**config.mk**
```make
export PLATFORM = sky130hd
export DESIGN_NAME = gs_if_prefetch_flat
export DESIGN_NICKNAME = d
export VERILOG_FILES = /design/src/rtl/gs_pkg.sv /design/src/rtl/gs_if_prefetch_if.sv /design/src/rtl/gs_fetch_fifo.sv /design/src/rtl/gs_if_prefetch.sv /design/src/flat_wrapper.sv
export SDC_FILE = /design/constraint.sdc
export NUM_CORES = 1
export LEC_CHECK = 0
export ABC_AREA = 1
export ABC_CLOCK_PERIOD_IN_PS = 4900
export CAP_MARGIN = 20
export CELL_PAD_IN_SITES_DETAIL_PLACEMENT = 1
export CELL_PAD_IN_SITES_GLOBAL_PLACEMENT = 2
export CORE_AREA = 2 2 281 200
export CTS_CLUSTER_DIAMETER = 120
export DETAILED_ROUTE_END_ITERATION = 7
export DIE_AREA = 0 0 283 202
export PLACE_DENSITY = 0.79
export SYNTH_ARGS = -nofsm -noshare
export SYNTH_HDL_FRONTEND = slang
export SYNTH_SLANG_ARGS = --single-unit
```
**constraint.sdc**
```tcl
create_clock -name clk -period 4.9 [get_ports clk]
set_input_delay 1.47 -clock clk [delete_from_list [all_inputs] [get_ports clk]]
set_output_delay 1.47 -clock clk [all_outputs]
set_load 0.02 [all_outputs]
```
**src/rtl/gs_pkg.sv**
```systemverilog
// Shared types for the gs core front end: fetch-stage FSM states and buffer entries.
package gs_pkg;

    localparam int GS_ADDR_W = 32;
    localparam int GS_WORD_W = 32;

    typedef enum logic [1:0] {
        IF_IDLE,
        IF_RUN,
        IF_DRAIN
    } if_state_e;

    typedef struct packed {
        logic [GS_ADDR_W-1:0] pc;
        logic [GS_WORD_W-1:0] instr;
    } if_entry_t;

endpackage

```
**src/rtl/gs_if_prefetch_if.sv**
```systemverilog
// Instruction memory port: req/gnt address phase, rvalid/rdata response phase.
interface gs_if_prefetch_if #(
    parameter int ADDR_SIZE = 32,
    parameter int WORD_SIZE = 32
);
    logic                 req;
    logic [ADDR_SIZE-1:0] addr;
    logic                 gnt;
    logic                 rvalid;
    logic [WORD_SIZE-1:0] rdata;

    modport master (output req, addr, input gnt, rvalid, rdata);
    modport slave  (input req, addr, output gnt, rvalid, rdata);
endinterface

```
**src/rtl/gs_fetch_fifo.sv**
```systemverilog
// Small power-of-two FIFO with flush; head is read combinationally.
module gs_fetch_fifo #(
    parameter int WIDTH = 64,
    parameter int DEPTH = 4,
    localparam int PW = $clog2(DEPTH),
    localparam int CW = PW + 1
) (
    input  logic             clk,
    input  logic             rst,
    input  logic             flush,
    input  logic             push,
    input  logic [WIDTH-1:0] wdata,
    input  logic             pop,
    output logic [WIDTH-1:0] rdata,
    output logic [CW-1:0]    count,
    output logic             full,
    output logic             empty
);
    logic [WIDTH-1:0] mem [DEPTH];
    logic [PW-1:0]    wptr, rptr;
    logic             do_push, do_pop;

    assign empty   = (count == '0);
    assign full    = (count == CW'(DEPTH));
    // A push into a full FIFO is only accepted when the head leaves the same cycle.
    assign do_push = push & (~full | pop);
    assign do_pop  = pop & ~empty;
    assign rdata   = mem[rptr];

    always_ff @(posedge clk or negedge rst) begin
        if (!rst) begin
            wptr  <= '0;
            rptr  <= '0;
            count <= '0;
        end else if (flush) begin
            wptr  <= '0;
            rptr  <= '0;
            count <= '0;
        end else begin
            if (do_push) wptr <= wptr + PW'(1);
            if (do_pop)  rptr <= rptr + PW'(1);
            count <= count + CW'(do_push) - CW'(do_pop);
        end
    end

    always_ff @(posedge clk) begin
        if (do_push && !flush) mem[wptr] <= wdata;
    end
endmodule

```
**src/rtl/gs_if_prefetch.sv**
```systemverilog
// Prefetching instruction fetch stage: pipelined memory requests, PC-tagged buffer,
// flush and stale-response discard on redirect.
module gs_if_prefetch
    import gs_pkg::*;
#(
    parameter int                   ADDR_SIZE  = 32,
    parameter int                   WORD_SIZE  = 32,
    parameter logic [ADDR_SIZE-1:0] BOOT_ADDR  = '0,
    parameter int                   FIFO_DEPTH = 4,
    localparam int                  CW         = $clog2(FIFO_DEPTH) + 1
) (
    input  logic                  clk,
    input  logic                  rst,
    input  logic                  boot_i,
    input  logic                  redirect_i,
    input  logic [ADDR_SIZE-1:0]  redirect_addr_i,
    input  logic                  halt_if_i,
    gs_if_prefetch_if.master      imem,
    output logic                  if_valid_o,
    input  logic                  id_ready_i,
    output logic [WORD_SIZE-1:0]  instr_data_o,
    output logic [ADDR_SIZE-1:0]  pc_out_o,
    output logic [ADDR_SIZE-1:0]  pc_out_4_o,
    output logic [CW-1:0]         fifo_count_o
);
    typedef struct packed {
        logic [ADDR_SIZE-1:0] pc;
        logic [WORD_SIZE-1:0] instr;
    } entry_t;

    if_state_e            state;
    logic [ADDR_SIZE-1:0] fetch_pc, ret_pc;
    logic [CW-1:0]        outst, outst_nxt, disc;
    logic                 pend, redir, gnt_acc, credit, ibuf_push, ibuf_pop, ibuf_empty;
    entry_t               wentry, head;
    logic                 unused_ibuf_full, unused_pcq_full, unused_pcq_empty;
    logic [CW-1:0]        unused_pcq_count;

    // boot_i outside IDLE behaves exactly like a redirect to BOOT_ADDR.
    assign redir     = (redirect_i | boot_i) & (state != IF_IDLE);
    assign gnt_acc   = imem.req & imem.gnt;
    assign outst_nxt = outst + CW'(gnt_acc) - CW'(imem.rvalid);
    assign credit    = ((CW+1)'(fifo_count_o) + (CW+1)'(outst)) < (CW+1)'(FIFO_DEPTH);

    // An ungranted request stays up (same address) until granted; only a redirect drops it.
    assign imem.req  = (state == IF_RUN) & ~redir & (pend | (~halt_if_i & credit));
    assign imem.addr = fetch_pc;

    always_ff @(posedge clk or negedge rst) begin
        if (!rst) begin
            state    <= IF_IDLE;
            fetch_pc <= '0;
            outst    <= '0;
            disc     <= '0;
            pend     <= 1'b0;
        end else begin
            outst <= outst_nxt;
            pend  <= imem.req & ~imem.gnt;
            if (gnt_acc) fetch_pc <= fetch_pc + ADDR_SIZE'(4);
            if (state == IF_IDLE) begin
                if (boot_i) begin
                    state    <= IF_RUN;
                    fetch_pc <= BOOT_ADDR;
                end
            end else begin
                if (state == IF_DRAIN && imem.rvalid) begin
                    disc <= disc - CW'(1);
                    if (disc == CW'(1)) state <= IF_RUN;
                end
                if (redir) begin
                    fetch_pc <= boot_i ? BOOT_ADDR : (redirect_addr_i & ~ADDR_SIZE'(3));
                    disc     <= outst_nxt;
                    state    <= (outst_nxt != '0) ? IF_DRAIN : IF_RUN;
                end
            end
        end
    end

    // Return-PC queue is never flushed: stale entries retire with their discarded responses.
    gs_fetch_fifo #(.WIDTH(ADDR_SIZE), .DEPTH(FIFO_DEPTH)) u_pcq (
        .clk   (clk),
        .rst   (rst),
        .flush (1'b0),
        .push  (gnt_acc),
        .wdata (fetch_pc),
        .pop   (imem.rvalid),
        .rdata (ret_pc),
        .count (unused_pcq_count),
        .full  (unused_pcq_full),
        .empty (unused_pcq_empty)
    );

    assign wentry    = '{pc: ret_pc, instr: imem.rdata};
    assign ibuf_push = imem.rvalid & (state == IF_RUN);
    assign ibuf_pop  = if_valid_o & id_ready_i;

    gs_fetch_fifo #(.WIDTH(ADDR_SIZE + WORD_SIZE), .DEPTH(FIFO_DEPTH)) u_ibuf (
        .clk   (clk),
        .rst   (rst),
        .flush (redir),
        .push  (ibuf_push),
        .wdata (wentry),
        .pop   (ibuf_pop),
        .rdata (head),
        .count (fifo_count_o),
        .full  (unused_ibuf_full),
        .empty (ibuf_empty)
    );

    assign if_valid_o   = ~ibuf_empty & ~redir;
    assign instr_data_o = ibuf_empty ? '0 : head.instr;
    assign pc_out_o     = ibuf_empty ? '0 : head.pc;
    assign pc_out_4_o   = ibuf_empty ? '0 : head.pc + ADDR_SIZE'(4);
endmodule
```
**src/flat_wrapper.sv**
```systemverilog
// flat-port wrapper written by rule: the top's interface ports become plain ports
module gs_if_prefetch_flat import gs_pkg::*;
#(
    parameter int                   ADDR_SIZE  = 32,
    parameter int                   WORD_SIZE  = 32,
    parameter logic [ADDR_SIZE-1:0] BOOT_ADDR  = '0,
    parameter int                   FIFO_DEPTH = 4,
    localparam int                  CW         = $clog2(FIFO_DEPTH) + 1
)
  (clk, rst, boot_i, redirect_i, redirect_addr_i, halt_if_i, if_valid_o, id_ready_i, instr_data_o, pc_out_o, pc_out_4_o, fifo_count_o, imem_req, imem_addr, imem_gnt, imem_rvalid, imem_rdata);
  gs_if_prefetch_if #(.ADDR_SIZE(ADDR_SIZE), .WORD_SIZE(WORD_SIZE)) imem_i ();
  input  logic clk;
  input  logic rst;
  input  logic boot_i;
  input  logic redirect_i;
  input  logic [ADDR_SIZE-1:0] redirect_addr_i;
  input  logic halt_if_i;
  output logic if_valid_o;
  input  logic id_ready_i;
  output logic [WORD_SIZE-1:0] instr_data_o;
  output logic [ADDR_SIZE-1:0] pc_out_o;
  output logic [ADDR_SIZE-1:0] pc_out_4_o;
  output logic [CW-1:0] fifo_count_o;
  output wire logic [$bits(imem_i.req)-1:0] imem_req;
  output wire logic [$bits(imem_i.addr)-1:0] imem_addr;
  input wire logic [$bits(imem_i.gnt)-1:0] imem_gnt;
  input wire logic [$bits(imem_i.rvalid)-1:0] imem_rvalid;
  input wire logic [$bits(imem_i.rdata)-1:0] imem_rdata;
  assign imem_req = imem_i.req;
  assign imem_addr = imem_i.addr;
  assign imem_i.gnt = imem_gnt;
  assign imem_i.rvalid = imem_rvalid;
  assign imem_i.rdata = imem_rdata;
  gs_if_prefetch #(.ADDR_SIZE(ADDR_SIZE), .WORD_SIZE(WORD_SIZE), .BOOT_ADDR(BOOT_ADDR), .FIFO_DEPTH(FIFO_DEPTH)) u_core (.clk(clk), .rst(rst), .boot_i(boot_i), .redirect_i(redirect_i), .redirect_addr_i(redirect_addr_i), .halt_if_i(halt_if_i), .imem(imem_i), .if_valid_o(if_valid_o), .id_ready_i(id_ready_i), .instr_data_o(instr_data_o), .pc_out_o(pc_out_o), .pc_out_4_o(pc_out_4_o), .fifo_count_o(fifo_count_o));
endmodule
```
Word-level counts from Yosys, hierarchy flattened
Memories as Yosys holds them, arrays and structs flattened.
Index checks and enable logic that the tools add are counted.
- $add $sub $neg: 14
- order comparisons: 1
- eq/ne operators: 6
- multiplexer cells: 25
- bitwise operators: 25
- reduce and logical (&&, ||, !) cells: 15
- operator list (cell ; number):
    $mux 32 ; 8
    $add 32x3->32 const B ; 2
    $mux 2 ; 10
    $and 1x1->1 ; 13
    $add 3x1->3 ; 3
    $mux 3 ; 3
    $reduce_bool 3->1 ; 3
    $sub 3x1->3 ; 3
    $add 2x1->2 const B ; 4
    $not 1->1 ; 8
    $reduce_bool 2->1 ; 4
    $eq 3x3->1 const B ; 2
    $logic_not 3->1 ; 2
    $add 3x3->4 ; 1
    $lt 4x3->1 const B ; 1
    $mux 1 ; 4
    $or 1x1->1 ; 4
    $eq 3x1->1 const B ; 1
    $reduce_and 3->1 ; 1
    $sub 3x1->3 const B ; 1
    $eq 2x1->1 const B ; 1
    $eq 2x2->1 const B ; 1
    $logic_and 1x1->1 ; 2
    $logic_not 2->1 ; 1
    other kinds (3) ; 3
- bits in registers: 55
- RAM bits: 384
- input bits: 72
- output and inout bits: 133
- word-level logic and storage cells: 99
- memories kept: 2
- memory list (name ; depth ; bits a word ; read ports ; clocked after Yosys merged registers in ; wr ports ; RTL line ; text):
    u_core.u_ibuf.mem ; 4 ; 64 ; 1 ; 0 ; 1 ; gs_fetch_fifo.sv:19 ; logic [WIDTH-1:0] mem [DEPTH];
    u_core.u_pcq.mem ; 4 ; 32 ; 1 ; 0 ; 1 ; gs_fetch_fifo.sv:19 ;

Longest topological paths before layout
- word-level depth: 12
- mapped depth: 17

By module
Synthesis repeated with hierarchy kept, for this count alone.
- cell total of the unflattened synthesis: 1810
- area, all modules: 19543.7 um^2
- modules (own cells, without submodules) (module ; instances ; cells an instance ; area each (um^2) ; sequential area each (um^2)):
    gs_fetch_fifo at u_core.u_ibuf ; 1 ; 678 ; 9955.8 ; 7862.5
    gs_fetch_fifo at u_core.u_pcq ; 1 ; 370 ; 5277.6 ; 4018.9
    gs_if_prefetch ; 1 ; 762 ; 4310.4 ; 975.9

Least setup slack after synthesis
Ideal clock, no wire load.
- path kind: input-to-reg
- from: in boot_i
- to: mem u_core.u_ibuf.mem[0][0] (enable)
- setup time: 482 ps
- arrival time: 5139 ps
- slack: -721 ps
- cell stages on the path: 7
- path buffers: 0
- path through: nor2_2 -> nor2_1 -> nor2_1 -> nand2_1 -> nand4_1 -> nand3_1 -> nor2_1
- cells in the longest elaborated chain, start to end: 10
- elaborated cells on any way between the ends: 11
- those cells by class: mux: 2; bitwise: 7; reduce/logical: 2
- ends and longest elaborated chain (element ; RTL line ; text):
    start, declared ; flat_wrapper.sv:14 ; input logic boot_i;
    $or 1x1->1 ; gs_if_prefetch.sv:40 ; assign redir = (redirect_i | boot_i) & (state != IF_IDLE);
    $and 1x1->1 ; gs_if_prefetch.sv:40 ;
    $not 1->1 ; gs_if_prefetch.sv:110 ; assign if_valid_o = ~ibuf_empty & ~redir;
    $and 1x1->1 ; gs_if_prefetch.sv:110 ;
    net if_valid_o ; flat_wrapper.sv:18 ; output logic if_valid_o;
    $and 1x1->1 ; gs_if_prefetch.sv:95 ; assign ibuf_pop = if_valid_o & id_ready_i;
    $or 1x1->1 ; gs_fetch_fifo.sv:26 ; assign do_push = push & (~full | pop);
    $and 1x1->1 ; gs_fetch_fifo.sv:26 ;
    $logic_and 1x1->1 ; gs_fetch_fifo.sv:47 ; if (do_push && !flush) mem[wptr] <= wdata;
    $mux 1 ; gs_fetch_fifo.sv:47 ;
    $mux 1 (implied by the code) ; gs_fetch_fifo.sv:47 ;
    end, declared ; gs_fetch_fifo.sv:19 ;
The timed path passes the listed nets, and every way through them passes these cells.

Worst setup path after layout
- from: reg u_core.u_ibuf.rptr[0]
- to: out pc_out_4_o[7]
- cells in the longest elaborated chain, start to end: 3
- ends and longest elaborated chain (element ; RTL line ; text):
    start, declared ; gs_fetch_fifo.sv:20 ; logic [PW-1:0] wptr, rptr;
    start signal, assigned ; gs_fetch_fifo.sv:41 ; if (do_pop) rptr <= rptr + PW'(1);
    $mem_v2 4x64 ; -- ;
    $add 32x3->32 ; gs_if_prefetch.sv:113 ; assign pc_out_4_o = ibuf_empty ? '0 : head.pc + ADDR_SIZE'(4);
    $mux 32 ; gs_if_prefetch.sv:113 ;
    end, declared ; flat_wrapper.sv:22 ; output logic [ADDR_SIZE-1:0] pc_out_4_o;
No other way between the ends.

==> run_summary.xml <==
<?xml version="1.0" encoding="UTF-8"?>
<metrics>
  <group name="run_status">
    <metric name="outcome" unit="">finished clean</metric>
  </group>
  <group name="die">
    <metric name="design.core.area" unit="µm²">54500</metric>
    <metric name="floorplan.io_pins" unit="">205</metric>
    <metric name="design.die.area" unit="µm²">57200</metric>
    <metric name="cell_row_count" unit="">72</metric>
    <metric name="die_width" unit="µm">283</metric>
    <metric name="die_height" unit="µm">202</metric>
    <metric name="start_util" unit="%">35.6</metric>
  </group>
  <group name="global_routing">
    <metric name="antenna_found_initial" unit="">2</metric>
    <metric name="grt_start_max_net_pins" unit="">82</metric>
    <metric name="first_global_vias" unit="">15700</metric>
    <metric name="grt_first_pass_wirelength" unit="µm">90800</metric>
    <metric name="grt_util_all_layers" unit="%">20.4</metric>
    <metric name="globalRoute.totalOverflow" unit="">0</metric>
  </group>
  <group name="logic_synthesis">
    <metric name="seq_area_frac_synth" unit="%">63.7</metric>
    <metric name="synth_cells" unit="">2001</metric>
    <metric name="synth.cell_area" unit="µm²">19400</metric>
    <metric name="number_of_enable_type_register_cells_in_the_synthesized_netlist" unit="">368</metric>
    <metric name="asyncSetResetFlopFracSynth" unit="%">12.6</metric>
    <metric name="syn_avg_cell_area" unit="µm²">9.71</metric>
    <metric name="synth_ff_type" unit="">edfxtp_1</metric>
    <metric name="synth_seq_cells" unit="">421</metric>
    <metric name="yosysWarningCount" unit="">0</metric>
    <metric name="yosys.cell_types.count" unit="">38</metric>
  </group>
  <group name="final_layout">
    <metric name="final_cell_area" unit="µm²">24100</metric>
    <metric name="count_of_filler_cells_inserted_in_the_layout" unit="">6052</metric>
    <metric name="syn_to_final_growth" unit="%">23.8</metric>
    <metric name="final_net_count" unit="">2302</metric>
    <metric name="finish.cell_count_without_fillers" unit="">2985</metric>
    <metric name="drive_above_1_share" unit="%">8.11</metric>
  </group>
  <group name="worst_setup_path">
    <metric name="crit-reg2reg-launch" unit="">u_core.u_ibuf.count[1]</metric>
    <metric name="cp_data_required_time" unit="ns">3.43</metric>
    <metric name="critical_path_peak_fanout" unit="">8</metric>
    <metric name="setup_cp_type" unit="">reg2out</metric>
    <metric name="regToRegEndpoint" unit="">u_core.u_ibuf.mem[0][49]</metric>
    <metric name="crit_path_frequent_cell" unit="">buf_4</metric>
    <metric name="worst_path_max_delay_cell" unit="">clkdlybuf4s50_1</metric>
    <metric name="critical_path.startpoint_type" unit="">flip-flop</metric>
    <metric name="rrSetupSlack" unit="ns">1.66</metric>
    <metric name="worst_r2r_path_depth" unit="">10</metric>
    <metric name="largest_stage_delay_on_the_critical_path" unit="ns">0.67</metric>
    <metric name="worst_setup_path_end_kind" unit="">output pin</metric>
    <metric name="arrival" unit="ns">3.31</metric>
    <metric name="crit_chain" unit="">buf_4 -&gt; buf_4 -&gt; a21oi_1 -&gt; o21ai_0 -&gt; nand2_1 -&gt; nor2_1 -&gt; buf_4 -&gt; a21oi_1 -&gt; clkdlybuf4s50_1</metric>
  </group>
  <group name="worst_hold_path">
    <metric name="worst_hold_path.endpoint" unit="">u_core.u_ibuf.wptr[0]</metric>
    <metric name="timing.hold.worst.class" unit="">reg2reg</metric>
    <metric name="holdCritStartpoint" unit="">u_core.u_ibuf.wptr[0]</metric>
    <metric name="worst_hold_path.num_cells" unit="">1</metric>
  </group>
  <group name="route">
    <metric name="detailedRoute.firstIterationViolations" unit="">907</metric>
    <metric name="num_vias" unit="">14900</metric>
    <metric name="route.antenna.remaining_nets" unit="">0</metric>
    <metric name="vias_per_cell" unit="">5.00</metric>
    <metric name="route.detailed.drc" unit="">0</metric>
    <metric name="route.detailed.wl_per_inst" unit="µm">19.7</metric>
    <metric name="finalWirelength" unit="µm">58800</metric>
    <metric name="firstDrtPassIters" unit="">5</metric>
  </group>
  <group name="place">
    <metric name="placedInstanceArea" unit="µm²">22400</metric>
    <metric name="placed_cells_incl_taps" unit="">2894</metric>
    <metric name="gp_congestion" unit="">0.889</metric>
    <metric name="port_buffers" unit="">196</metric>
    <metric name="detailedPlacementHpwl" unit="µm">40200</metric>
  </group>
  <group name="clock_tree">
    <metric name="path_clk_slew" unit="ns">0.06</metric>
    <metric name="cts.path.max_buffers" unit="">3</metric>
    <metric name="cts_tree" unit="">yes</metric>
    <metric name="htree_num_levels" unit="">2</metric>
    <metric name="clk_latency" unit="ns">0.59</metric>
    <metric name="cts.sink_count" unit="">421</metric>
    <metric name="cts-hold-fix-buffers" unit="">0</metric>
    <metric name="clock_tree.root_cell" unit="">clkbuf_16</metric>
    <metric name="numCtsBuffers" unit="">45</metric>
  </group>
  <group name="sta">
    <metric name="fmaxAchievable" unit="MHz">209</metric>
    <metric name="timing_worst_slew_pin_value" unit="ns">0.888</metric>
    <metric name="clock_skew" unit="ns">0.0296</metric>
    <metric name="final_worst_path_cycle_share" unit="%">97.6</metric>
    <metric name="min_tclk_post_route" unit="ns">4.78</metric>
    <metric name="hold_viol" unit="">0</metric>
    <metric name="maxSlewHeadroom" unit="%">40.6</metric>
    <metric name="final-setup-viol-count" unit="">0</metric>
    <metric name="slew_viol_final" unit="">0</metric>
  </group>
  <group name="flow_run">
    <metric name="timing.max_cap.violations" unit="">0</metric>
  </group>
  <group name="power_and_ir_drop">
    <metric name="vdd_drop_max" unit="mV">0.250</metric>
    <metric name="power.leakage" unit="nW">9.21</metric>
    <metric name="power" unit="mW">14.2</metric>
    <metric name="power-per-cell-area" unit="nW/µm²">590</metric>
  </group>
</metrics>
==> cells in the mapped netlist, types with 3 or more instances <==
cell	n	share of area (%)
nor2_1	380	7.3
buf_1	11	0.21
clkbuf_1	39	0.75
inv_1	103	2.0
xor2_1	18	0.81
nand2_1	533	10
nor3_1	9	0.23
buf_2	24	0.62
dfrtp_1	53	6.8
nor2_2	10	0.32
a21oi_1	53	1.4
fa_1	3	0.31
o22ai_1	32	1.0
xnor2_1	4	0.18
nand2_2	9	0.29
buf_4	12	0.46
inv_2	6	0.12
nand4_1	11	0.35
ha_1	20	1.3
o21ai_0	160	4.1
o211ai_1	3	0.12
edfxtp_1	368	57
nand3_1	114	2.9
buf_6	5	0.29
==> repair_timing <==
action	in CTS	in global routing
gates resized for setup	16	35
endpoints found under the setup margin	20	23
setup buffers	0	5
endpoints found under the hold margin	0	0
==> layout by cell type (no fill, tap or decap), types with 19 or more instances in the layout <==
master           netlist  routed
nand2_1              533     528
edfxtp_1             368     368
nor2_1               380     362
clkdlybuf4s50_1        0     174
o21ai_0              160     160
nand3_1              114     114
inv_1                103     103
a21oi_1               53      53
dfrtp_1               53      51
clkbuf_16              0      46
buf_4                 12      37
o22ai_1               32      32
nor2_2                10      21
ha_1                  20      19
==> per-stage QoR <==
stage	util (%)	worst slack [ns]	hold slack (ns)	TNS, ns
4_1_cts	43.9	-0.234	0.571	-1.38
3_3_place_gp	41.0	0.247	0.544	0
2_1_floorplan	-	-0.721	0.512	-178.84
3_5_place_dp	41.0	0.212	0.556	0
6_report	44.1	0.118	0.566	0
5_1_grt	44.1	-0.0141	0.591	-0.0141
==> registers in the layout, summed over array words and instances (netlist names) <==
register,cells
u_core.u_ibuf.mem,248
u_core.u_pcq.mem,120
u_core.imem.addr,30
u_core.disc,3
u_core.outst,3
u_core.u_ibuf.count,3
u_core.u_pcq.count,3
u_core.state,2
u_core.u_ibuf.rptr,2
u_core.u_ibuf.wptr,2
u_core.u_pcq.rptr,2
u_core.u_pcq.wptr,2
u_core.pend,1
==> metal layers <==
metal / GRT usage (%) / part of all wire, % / up-vias
met3: 3.05 / 4.2 / 67
met4: 4.79 / 1.6 / 0
met5: 0 / 0 / -
met1: 28.9 / 48 / 7451
met2: 33.0 / 46 / 292
li1: - / - / 7112
==> worst max-delay path: cells and delay by family (launching register included) <==
family / cells / cell delay, ns
compound gates: 3 / 0.45
simple gates: 2 / 0.47
buf+inv: 4 / 1.21
flops: 1 / 0.57
==> worst max-delay path by stage <==
stage,startpoint,cells after the start,endpoint
after floorplan,boot_i,7,u_core.u_ibuf.mem[0][0]
after global placement,boot_i,7,imem_req
after detailed placement,boot_i,7,imem_req
after CTS,u_core.u_ibuf.rptr[0],14,pc_out_4_o[31]
after global routing,u_core.u_ibuf.rptr[0],16,pc_out_4_o[20]
final,u_core.u_ibuf.rptr[0],9,pc_out_4_o[7]
==> final cells by class <==
class | instances | area [µm²] | share of cell area, %
well taps | 740 | 926 | 3.85
diodes | 1 | 2.50 | 0.0104
repair buffers | 245 | 2470 | 10.3
clock buffers | 60 | 1250 | 5.21
multi-input cells | 1384 | 6300 | 26.2
clock inverters | 24 | 299 | 1.24
inverters | 110 | 420 | 1.75
flip-flops and latches | 421 | 12400 | 51.5
==> logic make-up after synthesis <==
logic type | share of synthesized area [%]
other | 0.0193
buffers and inverters | 4.48
and+or+nand+nor | 22.2
DFF | 63.7
xor gates and xnor gates | 0.992
adders and majority gates | 1.60
AOI/OAI and AO/OA | 7.02
==> power breakdown <==
part / switching, mW / internal [mW]
clock: 1.43 / 2.12
sequential: 0.367 / 4.41
combinational: 3.88 / 1.98
total: 5.67 / 8.52
(Power assumes the default switching activity.)
